`src/rtl/svo_tmds.sv`:
```
// TMDS encoder stage of the SVO video pipeline.
// Turns the timed RGB stream into three DC-balanced 10-bit symbols per clock.
module svo_tmds #(
  parameter int SVO_BITS_PER_PIXEL  = 24,
  parameter int SVO_HSYNC_ACTIVE_HI = 1,
  parameter int SVO_VSYNC_ACTIVE_HI = 1
) (
  input  logic                          clk,
  input  logic                          resetn,
  input  logic                          in_axis_tvalid,
  output logic                          in_axis_tready,
  input  logic [SVO_BITS_PER_PIXEL-1:0] in_axis_tdata,
  input  logic [3:0]                    in_axis_tuser,
  output logic [9:0]                    tmds_d0,
  output logic [9:0]                    tmds_d1,
  output logic [9:0]                    tmds_d2,
  output logic                          out_sof,
  output logic                          underrun
);

  localparam logic [9:0] CTRL_00 = 10'b1101010100;
  localparam logic [9:0] CTRL_01 = 10'b0010101011;
  localparam logic [9:0] CTRL_10 = 10'b0101010100;
  localparam logic [9:0] CTRL_11 = 10'b1010101011;

  localparam logic HS_INV = (SVO_HSYNC_ACTIVE_HI == 0);
  localparam logic VS_INV = (SVO_VSYNC_ACTIVE_HI == 0);

  // transition-minimising first half of the TMDS code
  function automatic logic [8:0] qm_enc(input logic [7:0] d);
    logic [3:0] n;
    logic       use_xnor;
    logic [8:0] q;
    n = '0;
    q = '0;
    for (int i = 0; i < 8; i++) n = n + 4'(d[i]);
    use_xnor = (n > 4'd4) || ((n == 4'd4) && !d[0]);
    q[0] = d[0];
    for (int i = 1; i < 8; i++)
      q[i] = use_xnor ? ~(q[i-1] ^ d[i]) : (q[i-1] ^ d[i]);
    q[8] = ~use_xnor;
    return q;
  endfunction

  // DC-balancing second half; returns {next cnt, symbol}
  function automatic logic [14:0] tmds_word(
    input logic        [8:0] qm,
    input logic signed [4:0] cnt
  );
    logic        [3:0] n1;
    logic        [3:0] n0;
    logic signed [4:0] n1s;
    logic signed [4:0] n0s;
    logic signed [4:0] two;
    logic signed [4:0] nxt;
    logic        [9:0] q;
    n1 = '0;
    for (int i = 0; i < 8; i++) n1 = n1 + 4'(qm[i]);
    n0  = 4'd8 - n1;
    n1s = $signed({1'b0, n1});
    n0s = $signed({1'b0, n0});
    if ((cnt == 5'sd0) || (n1 == n0)) begin
      q   = {~qm[8], qm[8], qm[8] ? qm[7:0] : ~qm[7:0]};
      nxt = qm[8] ? (cnt + n1s - n0s) : (cnt + n0s - n1s);
    end else if ((!cnt[4] && (n1 > n0)) || (cnt[4] && (n1 < n0))) begin
      two = qm[8] ? 5'sd2 : 5'sd0;
      q   = {1'b1, qm[8], ~qm[7:0]};
      nxt = cnt + two + n0s - n1s;
    end else begin
      two = qm[8] ? 5'sd0 : 5'sd2;
      q   = {1'b0, qm[8], qm[7:0]};
      nxt = cnt - two + n1s - n0s;
    end
    return {nxt, q};
  endfunction

  function automatic logic [9:0] ctrl_code(input logic [1:0] c);
    logic [9:0] s;
    case (c)
      2'b00:   s = CTRL_00;
      2'b01:   s = CTRL_01;
      2'b10:   s = CTRL_10;
      default: s = CTRL_11;
    endcase
    return s;
  endfunction

  logic        ready;
  logic        und;
  logic [23:0] s0_data;
  logic        s0_blank;
  logic        s0_c0;
  logic        s0_c1;
  logic        s0_sof;
  logic        last_hs;
  logic        last_vs;

  logic [8:0]  s1_qm0;
  logic [8:0]  s1_qm1;
  logic [8:0]  s1_qm2;
  logic        s1_blank;
  logic        s1_c0;
  logic        s1_c1;
  logic        s1_sof;

  logic signed [4:0] cnt0;
  logic signed [4:0] cnt1;
  logic signed [4:0] cnt2;
  logic signed [4:0] w0_cnt;
  logic signed [4:0] w1_cnt;
  logic signed [4:0] w2_cnt;
  logic        [9:0] w0_sym;
  logic        [9:0] w1_sym;
  logic        [9:0] w2_sym;

  logic [9:0] d0_r;
  logic [9:0] d1_r;
  logic [9:0] d2_r;
  logic       sof_r;

  assign in_axis_tready = ready;
  assign underrun       = und;
  assign tmds_d0        = d0_r;
  assign tmds_d1        = d1_r;
  assign tmds_d2        = d2_r;
  assign out_sof        = sof_r;

  // input slot: accept a beat or substitute a blank one on starvation
  always_ff @(posedge clk) begin
    if (!resetn) begin
      ready    <= 1'b0;
      und      <= 1'b0;
      s0_data  <= '0;
      s0_blank <= 1'b1;
      s0_c0    <= 1'b0;
      s0_c1    <= 1'b0;
      s0_sof   <= 1'b0;
      last_hs  <= 1'b0;
      last_vs  <= 1'b0;
    end else begin
      ready <= 1'b1;
      if (ready && in_axis_tvalid) begin
        s0_data  <= in_axis_tdata[23:0];
        s0_blank <= in_axis_tuser[3];
        s0_c0    <= in_axis_tuser[1] ^ HS_INV;
        s0_c1    <= in_axis_tuser[2] ^ VS_INV;
        s0_sof   <= in_axis_tuser[0];
        last_hs  <= in_axis_tuser[1];
        last_vs  <= in_axis_tuser[2];
      end else begin
        s0_blank <= 1'b1;
        s0_c0    <= last_hs ^ HS_INV;
        s0_c1    <= last_vs ^ VS_INV;
        s0_sof   <= 1'b0;
        if (ready) und <= 1'b1;
      end
    end
  end

  // stage 1: q_m per channel and flag pass-through
  always_ff @(posedge clk) begin
    if (!resetn) begin
      s1_qm0   <= '0;
      s1_qm1   <= '0;
      s1_qm2   <= '0;
      s1_blank <= 1'b1;
      s1_c0    <= 1'b0;
      s1_c1    <= 1'b0;
      s1_sof   <= 1'b0;
    end else begin
      s1_qm0   <= qm_enc(s0_data[23:16]);
      s1_qm1   <= qm_enc(s0_data[15:8]);
      s1_qm2   <= qm_enc(s0_data[7:0]);
      s1_blank <= s0_blank;
      s1_c0    <= s0_c0;
      s1_c1    <= s0_c1;
      s1_sof   <= s0_sof;
    end
  end

  // disparity-balanced symbol and next counter per channel
  always_comb begin
    {w0_cnt, w0_sym} = tmds_word(s1_qm0, cnt0);
    {w1_cnt, w1_sym} = tmds_word(s1_qm1, cnt1);
    {w2_cnt, w2_sym} = tmds_word(s1_qm2, cnt2);
  end

  // stage 2: output symbols, control slots clear disparity
  always_ff @(posedge clk) begin
    if (!resetn) begin
      d0_r  <= CTRL_00;
      d1_r  <= CTRL_00;
      d2_r  <= CTRL_00;
      cnt0  <= '0;
      cnt1  <= '0;
      cnt2  <= '0;
      sof_r <= 1'b0;
    end else begin
      sof_r <= s1_sof;
      if (s1_blank) begin
        d0_r <= ctrl_code({s1_c1, s1_c0});
        d1_r <= CTRL_00;
        d2_r <= CTRL_00;
        cnt0 <= '0;
        cnt1 <= '0;
        cnt2 <= '0;
      end else begin
        d0_r <= w0_sym;
        d1_r <= w1_sym;
        d2_r <= w2_sym;
        cnt0 <= w0_cnt;
        cnt1 <= w1_cnt;
        cnt2 <= w2_cnt;
      end
    end
  end

endmodule

```
`config.mk`:
```
export PLATFORM = sky130hd
export DESIGN_NAME = svo_tmds
export DESIGN_NICKNAME = d
export VERILOG_FILES = /design/src/rtl/svo_tmds.sv
export SDC_FILE = /design/constraint.sdc
export NUM_CORES = 1
export LEC_CHECK = 0
export ABC_CLOCK_PERIOD_IN_PS = 7180
export CORE_AREA = 2 2 168 88
export CTS_BUF_LIST = sky130_fd_sc_hd__clkbuf_16
export DETAILED_ROUTE_END_ITERATION = 10
export DIE_AREA = 0 0 170 90
export GPL_ROUTABILITY_DRIVEN = 1
export PLACE_DENSITY = 0.81
export SKIP_LAST_GASP = 1
export SLEW_MARGIN = 20
export SYNTH_ARGS = -nofsm -noshare
export SYNTH_HDL_FRONTEND = slang
export SYNTH_SLANG_ARGS = --single-unit
```
`constraint.sdc`:
```
create_clock -name clk -period 7.18 [get_ports clk]
set_clock_uncertainty 0.05 [all_clocks]
set_input_delay 1.795 -clock clk [delete_from_list [all_inputs] [get_ports clk]]
set_output_delay 1.795 -clock clk [all_outputs]
set_load 0.01 [all_outputs]
```
==> metrics, run 1 <==
status=finished, final reports clean; Worst Reg-to-Reg Cells=21; critical path required time=7.42 ns; Post-Route WL=17600 um; Final TNS setup=0 ns; ANT nets after route=0; FF-to-FF Start=s1_qm0[0]; Post-CTS Hold Fix Bufs=0; CTS Buffer Depth=2; synth warn=0; Netlist cell types=57; I/O pins=64; core footprint=14000 um2; DRT iter0 DRCs=411; final hold vios=0; Avg Inst Size Synth=9.12 um2; CTS Buf Count=9; nets=1114; Worst Path Class, Setup=flip-flop to flip-flop; Final HPWL DP=13600 um; hold path start=s0_blank; Max Clk Rate=171 MHz; post-CTS setup buffers=0; CP startpoint kind=flip-flop; Worst-path clk slew=0.09 ns; most frequent cells in the layout=inv_1 (132), dfxtp_1 (107), xnor2_1 (88), ha_1 (88), nand2_1 (75); global-route wire length before repair=29700 um; Critical path destination=cnt0[4]; crit-path max FO=7; Placed Cells incl. Taps=1114; later-pin clock latency in the skew report=0.37 ns; layout cells sized above 1=0.0474; H-tree level count=3; port buffer count=63; initial antenna violation count=0; reg-to-reg critical path endpoint=cnt0[4]; Area Overhead vs Synth=13.3%; Die Span Y=90 um; clk sinks=107; total number of vias=5993; Worst Tran Pin Value=0.910 ns; r2r setup slk=1.32 ns; die area=15300 um2; fin cells=1130; total grt overflow=0; CP startpoint=s1_qm0[0]; RSZ-0062 raised after global routing=false; DRC errors left=0; WL/cell=15.6 um; FF+latch count, synth=107; Starting Density=0.584; WP data arrival=6.09 ns; CTS tree=yes; Total GRT Usage=0.244; post-cts resize count=0; Mapped Nets=1064; number of inserted diodes=0; vias in the first global route=5862; Setup violations, final=0; Period minus WS final=5.86 ns; Die W=170 um; worst slew margin relative to its limit=0.393; drt first pass iters=5; max cap viols=0; pin count of the biggest net entering global routing=48; Max Slew Vio Count=0; Final period util=0.816; number of cell rows=31; commonest non-fill, non-tap cell in the layout=inv_1; Most used DFF post-synth=dfxtp_1; Cells after Synth=894; HP Class=flip-flop to flip-flop; fraction of registers with async set or reset after synthesis=0; Seq/Total Area, Yosys=0.263; vias per cell=5.30; CP endpoint kind=flip-flop; gpl congestion=0.881; Syn Std Cell Area=8150 um2; Root Buffer=clkbuf_16; number of synthesized flops with an enable pin=0
[cells in the mapped netlist, types with 3 or more instances]
cell type | count | area (um2)
and2_1 | 16 | 100
a21oi_1 | 61 | 305
nor3_1 | 4 | 20.0
a211oi_1 | 7 | 52.6
nand2b_1 | 6 | 37.5
inv_2 | 3 | 11.3
mux2_2 | 7 | 78.8
o211ai_1 | 4 | 30.0
o211a_1 | 3 | 30.0
fa_1 | 51 | 1020
nor2b_1 | 5 | 31.3
xnor2_1 | 88 | 771
nor2_1 | 56 | 210
buf_2 | 3 | 15.0
dfxtp_1 | 107 | 2140
a21o_1 | 21 | 158
and3_1 | 3 | 18.8
nand2_1 | 75 | 282
nor4b_1 | 3 | 26.3
inv_1 | 132 | 495
mux2i_1 | 19 | 190
ha_1 | 88 | 1100
o21ai_0 | 37 | 185
clkbuf_1 | 21 | 78.8
xnor3_1 | 7 | 158
o22ai_1 | 4 | 25.0
xor2_1 | 20 | 175
[routing by layer]
| layer | part of all wire | GRT usage | wire length, um |
|---|---|---|---|
| met1 | 0.52 | 0.384 | 9210 |
| met2 | 0.39 | 0.339 | 6920 |
| met3 | 0.075 | 0.0555 | 1330 |
| met4 | 0.0068 | 0.0442 | 120 |
| met5 | 0 | 0 | 0 |
[worst max-delay path, stage by stage (launching register included)]
cell and delay (ns):
dfxtp_1 0.31, inv_1 0.07, fa_1 0.55, fa_1 0.44
fa_1 0.51, inv_1 0.04, ha_1 0.21, fa_1 0.58
inv_1 0.29, ha_1 0.27, inv_1 0.06, ha_1 0.31
xnor2_1 0.15, xnor2_1 0.38, ha_1 0.33, ha_1 0.29
a21o_1 0.15, a21oi_1 0.20, xnor2_1 0.17, xnor2_1 0.14
mux2i_1 0.10, o2bb2ai_1 0.16
[sequential cells by signal, summed over array words and instances (netlist names)]
name and flops:
cnt0 5, cnt1 5, cnt2 5, in_axis_tready 1
last_hs 1, last_vs 1, out_sof 1, s0_blank 1
s0_data 24, s0_sof 1, s1_blank 1, s1_c0 1
s1_c1 1, s1_qm0 9, s1_qm1 9, s1_qm2 9
s1_sof 1, tmds_d0 10, tmds_d1 10, tmds_d2 10
underrun 1
[cells by family (layout without fill, tap and decap cells)]
kind of cell	count (synthesis)	count (layout)	synth area share
flops	107	107	0.263
compound gates	157	157	0.119
xor+xnor	118	118	0.143
mux	28	28	0.0365
simple gates	181	181	0.0996
buf+inv	164	219	0.0793
fa+ha+maj	139	139	0.260
[worst min-delay path by stage]
stage,endpoint,cells past startpoint
5_1_grt,s1_blank,1
2_1_floorplan,s1_blank,1
4_1_cts,s1_blank,1
3_3_place_gp,s1_blank,1
6_report,s1_blank,1
3_5_place_dp,s1_blank,1
[layout make-up]
| cell class | count | area (um2) |
|---|---|---|
| multi-input cells | 623 | 5390 |
| fillers | 1086 | 4730 |
| flip-flops and latches | 107 | 2140 |
| repair buffers | 68 | 668 |
| inverters | 135 | 507 |
| well taps | 181 | 226 |
| clock buffers | 9 | 225 |
| clock inverters | 7 | 83.8 |
[metrics by stage]
| stage | hold WS [ns] | util | cell area (um2) | worst slack [ns] |
|---|---|---|---|---|
| after floorplan | 0.336 | - | 8150 | 1.75 |
| after global placement | 0.337 | 0.639 | 8920 | 1.57 |
| after detailed placement | 0.351 | 0.639 | 8930 | 1.44 |
| after CTS | 0.375 | 0.662 | 9240 | 1.37 |
| after global routing | 0.382 | 0.662 | 9240 | 0.999 |
| final | 0.372 | 0.662 | 9240 | 1.32 |
Power of run 1 is not shown: default switching activity piles up to over one toggle a cycle in this logic, so the estimate is an artifact.
==> inputs of run 2 (changes only) <==
Settings changed: ABC_CLOCK_PERIOD_IN_PS 7180 to 5720.
Clock period 7.18 ns to 5.72 ns, I/O delays scaled along.
==> run 2 against run 1 <==
Against the previous run:
- register-to-register slack lost 1.2 ns
- routed wire length grew 4.1%
- critical path type unchanged
- critical endpoint is now cnt1[4]
- die area is the same
- final cell count grew 1.6%
- non-clock buffer count grew 18
==> metrics, run 2 (same netlist as run 1, synthesis figures left out) <==
pin count of the biggest net entering global routing=48 (unchanged); HP Class=flip-flop to flip-flop; Largest register FFs=24 (unchanged); family with the most delay on the worst path=adder cells; drt first pass iters=7 (+2); CTS tree=yes; final hold vios=0 (unchanged); clk sinks=107 (unchanged); WL/cell=15.9 um (+2.5%); setup ws final=0.108 ns (-1.22 ns); WP data arrival=5.82 ns (-0.27 ns); CP Buf/Inv Count=4 (unchanged); pre-CTS WS=0.129 ns (-1.31 ns); Root Buffer=clkbuf_16; fill count=1103 (+1.6%); vias in the first global route=6020 (+2.7%); worst slew margin relative to its limit=0.361 (-0.0327); flip-flop and latch area=2140 um2 (unchanged); core footprint=14000 um2 (unchanged); DRC errors left=0 (unchanged); end of the worst hold path=s1_blank; Area Overhead vs Synth=15.7%; hold path start=s0_blank; CP max stage cell=fa_1; total grt overflow=0 (unchanged); r2r setup slk=0.11 ns (-1.22 ns); met1 usage=0.389 (+0.00488); number of inserted diodes=0 (unchanged); Die Span Y=90 um (unchanged); Largest Register=s0_data; ANT nets after route=0 (unchanged); CP endpoint kind=flip-flop; Die W=170 um (unchanged); global-route wire length before repair=30200 um (+1.8%); Worst Path Class, Setup=flip-flop to flip-flop; crit-path max FO=6 (-1); I/O pins=64 (unchanged); die area=15300 um2 (unchanged); CP startpoint kind=flip-flop; met3 Usage GRT=0.0652 (+0.00969); Final period util=0.981 (+0.165); WHS Path Cells=1 (unchanged); nets=1132 (+1.6%); dpl cell area=8990 um2 (+0.71%); gpl congestion=0.949 (+7.7%); Period minus WS final=5.61 ns (-0.245 ns); FF-to-FF Start=s1_qm1[0]; total number of vias=6163 (+2.8%); Max Clk Rate=178 MHz (+4.4%); Post-CTS Hold Fix Bufs=0 (unchanged); Post-Route WL=18300 um (+4.1%); H-tree level count=3 (unchanged); initial antenna violation count=0 (unchanged); layout cells sized above 1=0.0745 (+0.0270); Setup violations, final=0 (unchanged); most used cell, CP=fa_1; reg-to-reg critical path endpoint=cnt1[4]; DRT iter0 DRCs=433 (+5.4%); RSZ-0062 raised after global routing=true; Starting Density=0.584 (unchanged); critical path required time=5.93 ns (-1.49 ns); commonest non-fill, non-tap cell in the layout=inv_1; Worst Tran Pin Value=0.946 ns (+0.0357 ns); port buffer count=63 (unchanged); CP cell instances=inv_1, fa_1, fa_1, fa_1, inv_1, ha_1, fa_1, xnor2_4, inv_2, ha_1, ha_1, fa_1, inv_1, ha_1, a21o_1, a21oi_1, xor2_1, o211ai_1, a21o_1, o41ai_1; CTS Buffer Depth=2 (unchanged); most frequent cells in the layout=inv_1 (129), dfxtp_1 (107), ha_1 (86); met2 usage=0.344 (+0.00442); busiest grt layer=met1; number of cell rows=31 (unchanged); Worst-path clk slew=0.08 ns (about the same); Design Area, Final=9430 um2 (+2.1%); later-pin clock latency in the skew report=0.37 ns (about the same); status=finished, final reports clean; CTS Buf Count=9 (unchanged); Total GRT Usage=0.249 (+0.00469); Worst Reg-to-Reg Cells=20 (-4.8%); vias per cell=5.37 (+1.2%); footprint of the multi-input gates=5430 um2 (+0.77%); Max Slew Vio Count=0 (unchanged); Final HPWL DP=14300 um (+5.5%); max incr delay on CP=0.55 ns (-0.03 ns); max cap viols=0 (unchanged)
[run 2: area by class of cell]
class	instances	share of cell area
Clock inverter	7	0.0109
Tap cell	181	0.0240
Clock buffer	9	0.0239
Timing Repair Buffer	86	0.0852
Sequential cell	107	0.227
Inverter	135	0.0537
Multi-Input combinational cell	623	0.575
[run 2: timing repair]
action                     CTS  global route
setup endpoints to repair    0             4
buffers inserted             0             8
gates resized for setup      0            10
[run 2: through the flow]
stage	TNS, ns	hold slack (ns)	utilization	instances
4_1_cts	0	0.360	0.667	1140
6_report	0	0.361	0.676	1148
3_3_place_gp	0	0.339	0.644	1124
5_1_grt	-0.0927	0.393	0.676	1148
3_5_place_dp	0	0.349	0.644	1124
2_1_floorplan	0	0.336	-	894
[run 2: worst reg2reg max path, stage by stage, from the launching register on]
cell and delay (ns):
dfxtp_1 0.36, inv_1 0.07, fa_1 0.55, fa_1 0.43
fa_1 0.49, inv_1 0.05, ha_1 0.21, fa_1 0.49
xnor2_4 0.29, inv_2 0.10, ha_1 0.34, ha_1 0.34
fa_1 0.52, inv_1 0.04, ha_1 0.34, a21o_1 0.18
a21oi_1 0.16, xor2_1 0.16, o211ai_1 0.10, a21o_1 0.17
o41ai_1 0.05
[run 2: worst max-delay path by stage]
stage | from | to | slack [ns] | depth (start not counted)
2_1_floorplan | s1_qm1[0] | cnt1[4] | 0.29 | 22
3_3_place_gp | s1_qm1[0] | cnt1[4] | 0.26 | 20
3_5_place_dp | s1_qm1[0] | cnt1[4] | 0.13 | 20
4_1_cts | s1_qm1[0] | cnt1[4] | 0.06 | 20
5_1_grt | s1_qm1[0] | cnt1[4] | -0.09 | 21
6_report | s1_qm1[0] | cnt1[4] | 0.11 | 20
[run 2: per-layer routing]
layer  share of wire  vias to the layer above
met1            0.50                     2906
met5               0                        -
met2            0.40                      223
met4          0.0063                        0
met3           0.093                       14
li1                -                     3020
Power of run 2 is left out for the same reason.
==> inputs of run 3 (changes only) <==
Settings changed: CTS_CLUSTER_DIAMETER from default to 80, RECOVER_POWER from default to 50.
==> run 3 against run 2 <==
Against the previous run:
- the run now ends with capacitance limit, slew limit left
- global-route usage unchanged
- critical endpoint unchanged
- count of clock-buffer cells in the layout unchanged
- sequential share of layout area barely moved
- first-iteration DRC count is 0.92% higher
- register-to-register slack got worse by 0.02 ns
- maximum frequency shrank 0.40%
- flip-flop and latch count is the same
- highest routed layer unchanged
- cell area barely moved
- critical path depth increased by 1
- via count down 0.23%
==> metrics, run 3 (same netlist as run 1, synthesis figures left out) <==
commonest non-fill, non-tap cell in the layout=inv_1; DRC errors left=0 (unchanged); Setup violations, final=0 (unchanged); drt first pass iters=7 (unchanged); DRT iter0 DRCs=437 (+0.92%); port buffer count=63 (unchanged); Max Slew Vio Count=48 (+48); core footprint=14000 um2 (unchanged); HP Class=flip-flop to flip-flop; failing checks=capacitance limit, slew limit; total number of vias=6149 (-0.23%); critical path required time=5.93 ns (about the same); Area Overhead vs Synth=15.7% (about the same); Final TNS setup=0 ns (unchanged); nets=1132 (unchanged); global-route wire length before repair=30200 um (unchanged); CTS Buffer Depth=2 (unchanged); max incr delay on CP=0.55 ns (about the same); max cap viols=1 (+1); Total GRT Usage=0.249 (unchanged); Worst Tran Pin Value=2.06 ns (+1.11 ns); most used cell, CP=fa_1; pre-CTS WS=0.129 ns (unchanged); vias per cell=5.36 (-0.23%); Placed Cells incl. Taps=1124 (unchanged); layout cells sized above 1=0.0734 (-0.00103); status=finished with violations; WP data arrival=5.84 ns (+0.02 ns); later-pin clock latency in the skew report=0.37 ns (about the same); Worst Path Class, Setup=flip-flop to flip-flop; CP startpoint kind=flip-flop; Largest register FFs=24 (unchanged); gpl congestion=0.949 (unchanged); footprint of the multi-input gates=5430 um2 (unchanged); I/O pins=64 (unchanged); most frequent cells in the layout=inv_1 (129), dfxtp_1 (107), ha_1 (86); vias in the first global route=6020 (unchanged); die area=15300 um2 (unchanged); Starting Density=0.584 (unchanged); Final HPWL DP=14300 um (unchanged); fill count=1102 (-0.091%); CP max stage cell=fa_1; final core utilization=0.675 (about the same); Final period util=0.985 (+0.00393); Post-Route WL=18200 um (-0.39%); CTS Buf Count=9 (unchanged); flip-flop and latch area=2140 um2 (unchanged); CP cell instances=inv_1, fa_1, fa_1, fa_1, inv_1, ha_1, fa_1, inv_2, ha_2, inv_1, ha_1, ha_1, fa_1, inv_1, ha_1, a21o_1, a21oi_1, xor2_1, o211ai_1, a21o_1, o41ai_1; WL/cell=15.9 um (-0.39%); Root Buffer=clkbuf_16; initial antenna violation count=0 (unchanged); number of inserted diodes=0 (unchanged); pin count of the biggest net entering global routing=48 (unchanged); ANT nets after route=0 (unchanged); Die Span Y=90 um (unchanged); Period minus WS final=5.63 ns (+0.0225 ns); Worst-path clk slew=0.08 ns (about the same); H-tree level count=3 (unchanged); number of cell rows=31 (unchanged); setup ws final=0.0859 ns (-0.0225 ns); Die W=170 um (unchanged); RSZ-0062 raised after global routing=true; fin cells=1148 (unchanged); CP endpoint kind=flip-flop; Max Clk Rate=177 MHz (-0.40%); final hold vios=0 (unchanged); worst slew margin relative to its limit=-0.372 (-0.733); clk sinks=107 (unchanged); total grt overflow=0 (unchanged); Largest Register=s0_data; CTS tree=yes; Post-CTS Hold Fix Bufs=0 (unchanged); crit-path max FO=4 (-2)
==> run 3: changes by cell type in the layout (fill, tap and decap cells not counted), sizes merged <==
cell / delta
clkbuf: +1
dlygate4sd3: +34
buf: -1
clkdlybuf4s50: -34
==> run 3: worst max-delay path, delay by kind of cell (launching register included) <==
family          cells  cell delay, ns
compound gates      5            0.66
flops               1            0.36
xor+xnor            1            0.16
buf+inv             5            0.36
fa+ha+maj          10            3.92
==> run 3: cell type report <==
| cell class | count | area share |
|---|---|---|
| sequential | 107 | 0.227 |
| clock buffer | 9 | 0.0239 |
| tap | 181 | 0.0240 |
| multi-input combinational | 623 | 0.576 |
| inverter | 135 | 0.0537 |
| timing repair buffer | 86 | 0.0848 |
| clock inverter | 7 | 0.0109 |
==> run 3: worst paths after layout <==
path	start	to	slack [ns]	cells after the start
hold reg to reg	s0_blank	s1_blank	0.36	1
hold / removal	s0_blank	s1_blank	0.36	1
setup / recovery	s1_qm1[0]	cnt1[4]	0.09	21
setup reg to reg	s1_qm1[0]	cnt1[4]	0.09	21
==> run 3: per-layer routing <==
layer / vias to the layer above / share of wire / track usage
li1: 3021 / - / -
met1: 2903 / 0.51 / 0.389
met2: 211 / 0.40 / 0.344
met3: 14 / 0.091 / 0.0652
met4: 0 / 0.0067 / 0.0427
met5: - / 0 / 0
==> run 3: what timing repair did <==
| action | CTS | global route |
|---|---|---|
| resized for setup | 0 | 10 |
| endpoints found under the setup margin | 0 | 4 |
| buffers inserted | 0 | 8 |
==> run 3: metrics by stage <==
| step | hold WS, ns | instance area [um2] |
|---|---|---|
| after floorplan | 0.336 | 8150 |
| after global placement | 0.339 | 8990 |
| after global routing | 0.393 | 9430 |
| final | 0.360 | 9430 |
| after CTS | 0.360 | 9320 |
| after detailed placement | 0.349 | 8990 |
Power of run 3 is left out for the same reason.
